==> src/rtl/spi_cmd_pkg.sv <==
// Shared types and constants for the SPI command responder.
// FSM state encoding, command byte values and the SPI byte width.
package spi_cmd_pkg;

    localparam int SPI_BYTE_W = 8;

    localparam logic [SPI_BYTE_W-1:0] CMD_DISPLAY_ON  = 8'hAF;
    localparam logic [SPI_BYTE_W-1:0] CMD_DISPLAY_OFF = 8'hAE;

    typedef enum logic [1:0] {
        IDLE    = 2'd0,
        ACTIVE  = 2'd1,
        WAIT_CS = 2'd2
    } spi_state_t;

endpackage

==> src/rtl/spi_in_sync.sv <==
// Multi-flop synchronizer for one asynchronous SPI pin into the i_Clk domain.
// Deliberately unreset so it keeps tracking the pin while the rest of the block is in reset.
module spi_in_sync #(
    parameter int STAGES = 2
) (
    input  logic clk,
    input  logic d,
    output logic q
);

    logic [STAGES-1:0] ff;

    always_ff @(posedge clk) begin
        ff <= {ff[STAGES-2:0], d};
    end

    assign q = ff[STAGES-1];

endmodule

==> src/rtl/spi_cmd_responder.sv <==
// SPI mode-0 responder, oversampled in the i_Clk domain, with a one-byte TX holding register.
// Optional command decode of received bytes is built when CMD_DECODE_EN is defined.
module spi_cmd_responder
    import spi_cmd_pkg::*;
#(
    parameter int                    SYNC_STAGES = 2,
    parameter logic [SPI_BYTE_W-1:0] IDLE_BYTE   = 8'hFF
) (
    input  logic                  i_Clk,
    input  logic                  i_Rst,
    input  logic                  i_SPI_Clk,
    input  logic                  i_SPI_CS_n,
    input  logic                  i_SPI_MOSI,
    output logic                  o_SPI_MISO,
    output logic                  o_SPI_MISO_En,
    output logic [SPI_BYTE_W-1:0] o_RX_Byte,
    output logic                  o_RX_DV,
    input  logic [SPI_BYTE_W-1:0] i_TX_Byte,
    input  logic                  i_TX_DV,
    output logic                  o_TX_Ready,
    output logic                  o_Display_On,
    output spi_state_t            o_Fsm_State
);

    logic sck_s, cs_n_s, mosi_s, sck_prev;
    logic rise_edge, fall_edge;

    spi_in_sync #(.STAGES(SYNC_STAGES)) u_sync_sck  (.clk(i_Clk), .d(i_SPI_Clk),  .q(sck_s));
    spi_in_sync #(.STAGES(SYNC_STAGES)) u_sync_cs   (.clk(i_Clk), .d(i_SPI_CS_n), .q(cs_n_s));
    spi_in_sync #(.STAGES(SYNC_STAGES)) u_sync_mosi (.clk(i_Clk), .d(i_SPI_MOSI), .q(mosi_s));

    always_ff @(posedge i_Clk) begin
        sck_prev <= sck_s;
    end

    assign rise_edge = sck_s & ~sck_prev;
    assign fall_edge = ~sck_s & sck_prev;

    spi_state_t state, state_next;
    logic       miso_en, frame_start, bit_rise, bit_fall;

    // A reset that lands mid-frame parks the FSM until CS is released.
    always_ff @(posedge i_Clk) begin
        if (i_Rst) begin
            state <= cs_n_s ? IDLE : WAIT_CS;
        end else begin
            state <= state_next;
        end
    end

    always_comb begin
        state_next = state;
        case (state)
            IDLE:    if (!cs_n_s) state_next = ACTIVE;
            ACTIVE:  if (cs_n_s)  state_next = IDLE;
            WAIT_CS: if (cs_n_s)  state_next = IDLE;
            default: state_next = IDLE;
        endcase
    end

    always_comb begin
        miso_en     = 1'b0;
        frame_start = 1'b0;
        bit_rise    = 1'b0;
        bit_fall    = 1'b0;
        case (state)
            IDLE: frame_start = ~cs_n_s;
            ACTIVE: begin
                miso_en  = ~cs_n_s;
                bit_rise = ~cs_n_s & rise_edge;
                bit_fall = ~cs_n_s & fall_edge;
            end
            default: ;
        endcase
    end

    logic [SPI_BYTE_W-1:0] tx_shift, tx_hold, rx_full;
    logic [SPI_BYTE_W-2:0] rx_shift;
    logic [2:0]            bit_cnt;
    logic                  tx_ready, reload, byte_done;

    assign rx_full   = {rx_shift, mosi_s};
    assign byte_done = bit_rise && (bit_cnt == 3'd7);
    assign reload    = frame_start || (bit_fall && (bit_cnt == 3'd0));

    always_ff @(posedge i_Clk) begin
        if (i_Rst) begin
            tx_shift  <= IDLE_BYTE;
            tx_hold   <= '0;
            tx_ready  <= 1'b1;
            rx_shift  <= '0;
            bit_cnt   <= 3'd0;
            o_RX_Byte <= '0;
            o_RX_DV   <= 1'b0;
        end else begin
            o_RX_DV <= 1'b0;
            if (frame_start) begin
                bit_cnt <= 3'd0;
            end
            if (bit_rise) begin
                rx_shift <= rx_full[SPI_BYTE_W-2:0];
                bit_cnt  <= bit_cnt + 3'd1;
            end
            if (byte_done) begin
                o_RX_Byte <= rx_full;
                o_RX_DV   <= 1'b1;
            end
            if (reload) begin
                tx_shift <= tx_ready ? IDLE_BYTE : tx_hold;
                tx_ready <= 1'b1;
            end else if (bit_fall) begin
                tx_shift <= {tx_shift[SPI_BYTE_W-2:0], 1'b0};
            end
            // Gated on the pre-reload flag, so a write during a reload waits for the next boundary.
            if (i_TX_DV && tx_ready) begin
                tx_hold  <= i_TX_Byte;
                tx_ready <= 1'b0;
            end
        end
    end

`ifdef CMD_DECODE_EN
    logic display_on;

    always_ff @(posedge i_Clk) begin
        if (i_Rst) begin
            display_on <= 1'b0;
        end else if (byte_done) begin
            if (rx_full == CMD_DISPLAY_ON) begin
                display_on <= 1'b1;
            end else if (rx_full == CMD_DISPLAY_OFF) begin
                display_on <= 1'b0;
            end
        end
    end

    assign o_Display_On = display_on;
`else
    assign o_Display_On = 1'b0;
`endif

    assign o_SPI_MISO    = tx_shift[SPI_BYTE_W-1];
    assign o_SPI_MISO_En = miso_en;
    assign o_TX_Ready    = tx_ready;
    assign o_Fsm_State   = state;

endmodule

==> config.mk <==
export PLATFORM = sky130hd
export DESIGN_NAME = spi_cmd_responder
export DESIGN_NICKNAME = d
export VERILOG_FILES = /design/src/rtl/spi_cmd_pkg.sv /design/src/rtl/spi_in_sync.sv /design/src/rtl/spi_cmd_responder.sv
export SDC_FILE = /design/constraint.sdc
export NUM_CORES = 1
export LEC_CHECK = 0
export BUFFER_PORTS_ARGS = -buffer_cell sky130_fd_sc_hd__buf_4
export CAP_MARGIN = 20
export CELL_PAD_IN_SITES_DETAIL_PLACEMENT = 1
export CELL_PAD_IN_SITES_GLOBAL_PLACEMENT = 2
export CORE_MARGIN = 8
export CORE_UTILIZATION = 33
export DETAILED_ROUTE_END_ITERATION = 12
export GPL_TIMING_DRIVEN = 0
export PLACE_DENSITY_LB_ADDON = 0.05
export SLEW_MARGIN = 30
export SYNTH_ARGS = -nofsm -noshare
export SYNTH_HDL_FRONTEND = slang
export SYNTH_HIERARCHICAL = 1
export SYNTH_SLANG_ARGS = --single-unit
==> constraint.sdc <==
create_clock -name i_Clk -period 1.5 [get_ports i_Clk]
set_input_delay 0.3 -clock i_Clk [delete_from_list [all_inputs] [get_ports i_Clk]]
set_output_delay 0.3 -clock i_Clk [all_outputs]
set_load 0.005 [all_outputs]
==> flow_summary.json <==
{
  "holdPathStages": 1,
  "clock_tree.buffer_depth": 2,
  "antenna_found_initial": 0,
  "vias_per_cell": 5.02,
  "worst_r2r_startpoint": "o_Fsm_State[1]",
  "chipHeight_um": 90.5,
  "rows": 27,
  "post-dp-hpwl_um": 3450,
  "number_of_buffers_inserted_for_hold_repair_after_clock_tree_synthesis": 0,
  "yosys.cell_types.count": 28,
  "cts.reportedPaths.clkPinSlew_ns": 0.08,
  "place_worst_setup_slack_ns": -0.220,
  "tritoncts": "built",
  "p_per_area_nw_per_um2": 1110,
  "postSynthCellCount": 204,
  "timing.clock.skew_ns": 0.00717,
  "htreeDepth": 2,
  "final-max-slew-violation-count": 0,
  "timing.hold.ws_ns": 0.111,
  "hold-path-endpoint": "u_sync_sck/ff[0]",
  "detail_route.wirelength_um": 5260,
  "critPathKind": "flip-flop to output port",
  "register_to_register_path_depth": 6,
  "syn_area_um2": 1830,
  "fin_crit_ns": 1.54,
  "timing.fmax_ghz": 0.650,
  "worst_ir_drop_vdd_uv": 463,
  "drt.antenna.violating_nets": 0,
  "postLayoutCellArea_um2": 2690,
  "wire_per_inst_um": 16.4,
  "io_buffers": 26,
  "critical_path.max_stage_delay_ns": 0.46,
  "io_pins": 29,
  "global_route.overflow_total": 0,
  "ff2ff_setup_slack_ns": 0,
  "drc": 0,
  "unrepaired_setup_endpoints_after_global_routing": "true",
  "cts_bufs_inserted": 5,
  "layout_worst_path_cycle_share_pct": 103,
  "yosysWarningCount": 6,
  "path_cells": "ha_4 > and2b_1 > buf_6",
  "die_area_um2": 8180,
  "die_w_um": 90.5,
  "max-cap-violations": 0,
  "worst-slew-pin-transition_ns": 0.857,
  "synth.net_count": 223,
  "synth-seq-area-share_pct": 50.3,
  "num-nets-final": 266,
  "multi_input_area_um2": 1120,
  "detail_route.iter0.violations": 38,
  "seqCellArea_um2": 921,
  "hold_path_class": "primary input to flip-flop",
  "finalHoldViolations": 0,
  "critical_path.slowest_cell": "edfxtp_1",
  "synth.avg_cell_area_um2": 8.97,
  "setup_ws_ns": -0.0377,
  "arrival_ns": 1.24,
  "clock_sink_count": 45,
  "clock-root-buffer": "clkbuf_8",
  "layout_common_cells": "dfxtp_1 (43), buf_4 (35), nand2_1 (34)",
  "p_leak_nw": 0.954,
  "design_power_total_w": 0.00298,
  "grt_max_degree": 13,
  "nFillCells": 627,
  "run_status": "finished with violations",
  "drt_first_pass_iters": 4,
  "final.setup.tns_ns": -0.0377,
  "failed_checks": "setup timing",
  "design.core.area_um2": 5440,
  "mostFrequentLayoutCell": "dfxtp_1",
  "drive_gt1_share_pct": 38.7,
  "crit_fanout": 4,
  "critical_path_required_ns": 1.20,
  "route.vias.total": 1606,
  "start_util_pct": 33.6,
  "gpl.final_weighted_congestion": 0.700,
  "cp-start-kind": "flip-flop",
  "number_of_global_route_vias_before_repair": 1662,
  "finalSetupViolations": 1,
  "r2r-end": "tx_shift[2]",
  "maxSlewHeadroom_pct": 42.9,
  "grt_first_pass_wirelength_um": 8220,
  "hold_start": "i_SPI_Clk",
  "yosys_register_bits": 45,
  "gr-usage-all-layers_pct": 12.1,
  "insertedDiodeCount": 0,
  "placed_area_um2": 2110,
  "endpoint_kind": "output port",
  "area_growth_pct": 47.0,
  "clock_latency_of_the_later_clocked_register_in_the_worst_skew_pair_ns": 0.29
}
[what timing repair did]
item	4_1_cts	5_1_grt
cloned	0	3
resized for setup	25	55
pin swaps	3	11
setup endpoints to repair	29	36
buffers inserted	3	8
[report_power, final]
part	leakage [nW]	switching (W)	internal, W
clock network	0.0395	0.000380	0.000332
logic	0.540	0.000434	0.000425
registers	0.374	0.000106	0.00131
[cell usage after synthesis]
library cell   n  area share (%)
o31ai_2        7             4.8
inv_1          6             1.2
o21ai_0        9             2.5
and2_4         1            0.48
nand3_1       11             3.0
or2_2          1            0.34
nor2_1         3            0.62
nor3_1         8             2.2
clkbuf_1       9             1.8
conb_1         1            0.21
a211oi_1       7             2.9
edfxtp_1       2             3.3
and2_1         1            0.34
dfxtp_1       43              47
buf_4          1            0.41
mux2i_1        1            0.55
nand4bb_1      2             1.2
nand2b_1       2            0.68
a21oi_1       27             7.4
ha_1           5             3.4
a31oi_1        8             2.7
buf_6          2             1.2
buf_2          6             1.6
nor2b_1        3             1.0
and4bb_1       1            0.68
a41oi_1        1            0.48
nand2_1       34             7.0
and2b_1        2            0.82
[flip-flops by register name, summed over array words and instances (netlist names)]
name	cells
tx_shift	8
o_RX_Byte	8
o_RX_DV	1
tx_hold	8
u_sync_mosi/ff	2
sck_prev	1
o_Fsm_State	2
u_sync_cs/ff	2
rx_shift	7
o_TX_Ready	1
u_sync_sck/ff	2
bit_cnt	3
[critical path, delay by kind of cell, from the launching register on]
family | cells | cell delay [ns]
flip-flops | 1 | 0.46
adder cells (fa/ha/maj) | 1 | 0.20
AND/OR/NAND/NOR | 1 | 0.17
buffers and inverters | 1 | 0.12
[how the worst max path moves through the flow]
stage                   start             to  slack, ns  cells past startpoint
3_5_place_dp       bit_cnt[0]   o_RX_Byte[4]      -0.22                      6
3_3_place_gp       bit_cnt[0]   o_RX_Byte[7]      -0.14                      6
6_report       o_Fsm_State[0]  o_SPI_MISO_En      -0.04                      3
4_1_cts        o_Fsm_State[1]    tx_shift[6]      -0.05                      7
2_1_floorplan  o_Fsm_State[1]    tx_shift[7]       0.03                      7
5_1_grt        o_Fsm_State[0]  o_SPI_MISO_En      -0.08                      3
[cell families after synthesis]
family | count (synthesis) | synth area share, %
fa+ha+maj | 5 | 3.42
other cells | 1 | 0.205
buf+inv | 24 | 6.36
compound gates | 59 | 20.7
simple gates | 69 | 18.4
flops | 45 | 50.3
mux | 1 | 0.547
[metal layers]
layer  vias up  track usage [%]  wire (um)
li1        792                -          -
met1       785             15.7       2370
met2        25             19.4       2670
met3         4             3.24        185
met4         0             2.50         37
met5         -                0          0
[per-stage QoR]
step	util (%)	cells
3_5_place_dp	38.9	302
3_3_place_gp	38.9	302
2_1_floorplan	-	204
5_1_grt	49.4	320
4_1_cts	42.9	312
6_report	49.4	320
[final cells by class]
| type | count | area share [%] |
|---|---|---|
| Buffer | 14 | 4.42 |
| Sequential cell | 45 | 34.2 |
| Clock buffer | 8 | 2.98 |
| Inverter | 6 | 0.977 |
| Timing Repair Buffer | 39 | 12.2 |
| Timing Repair inverter | 1 | 0.279 |
| Multi-Input combinational cell | 135 | 41.6 |
| Tap cell | 72 | 3.35 |
(Power assumes the default switching activity.)
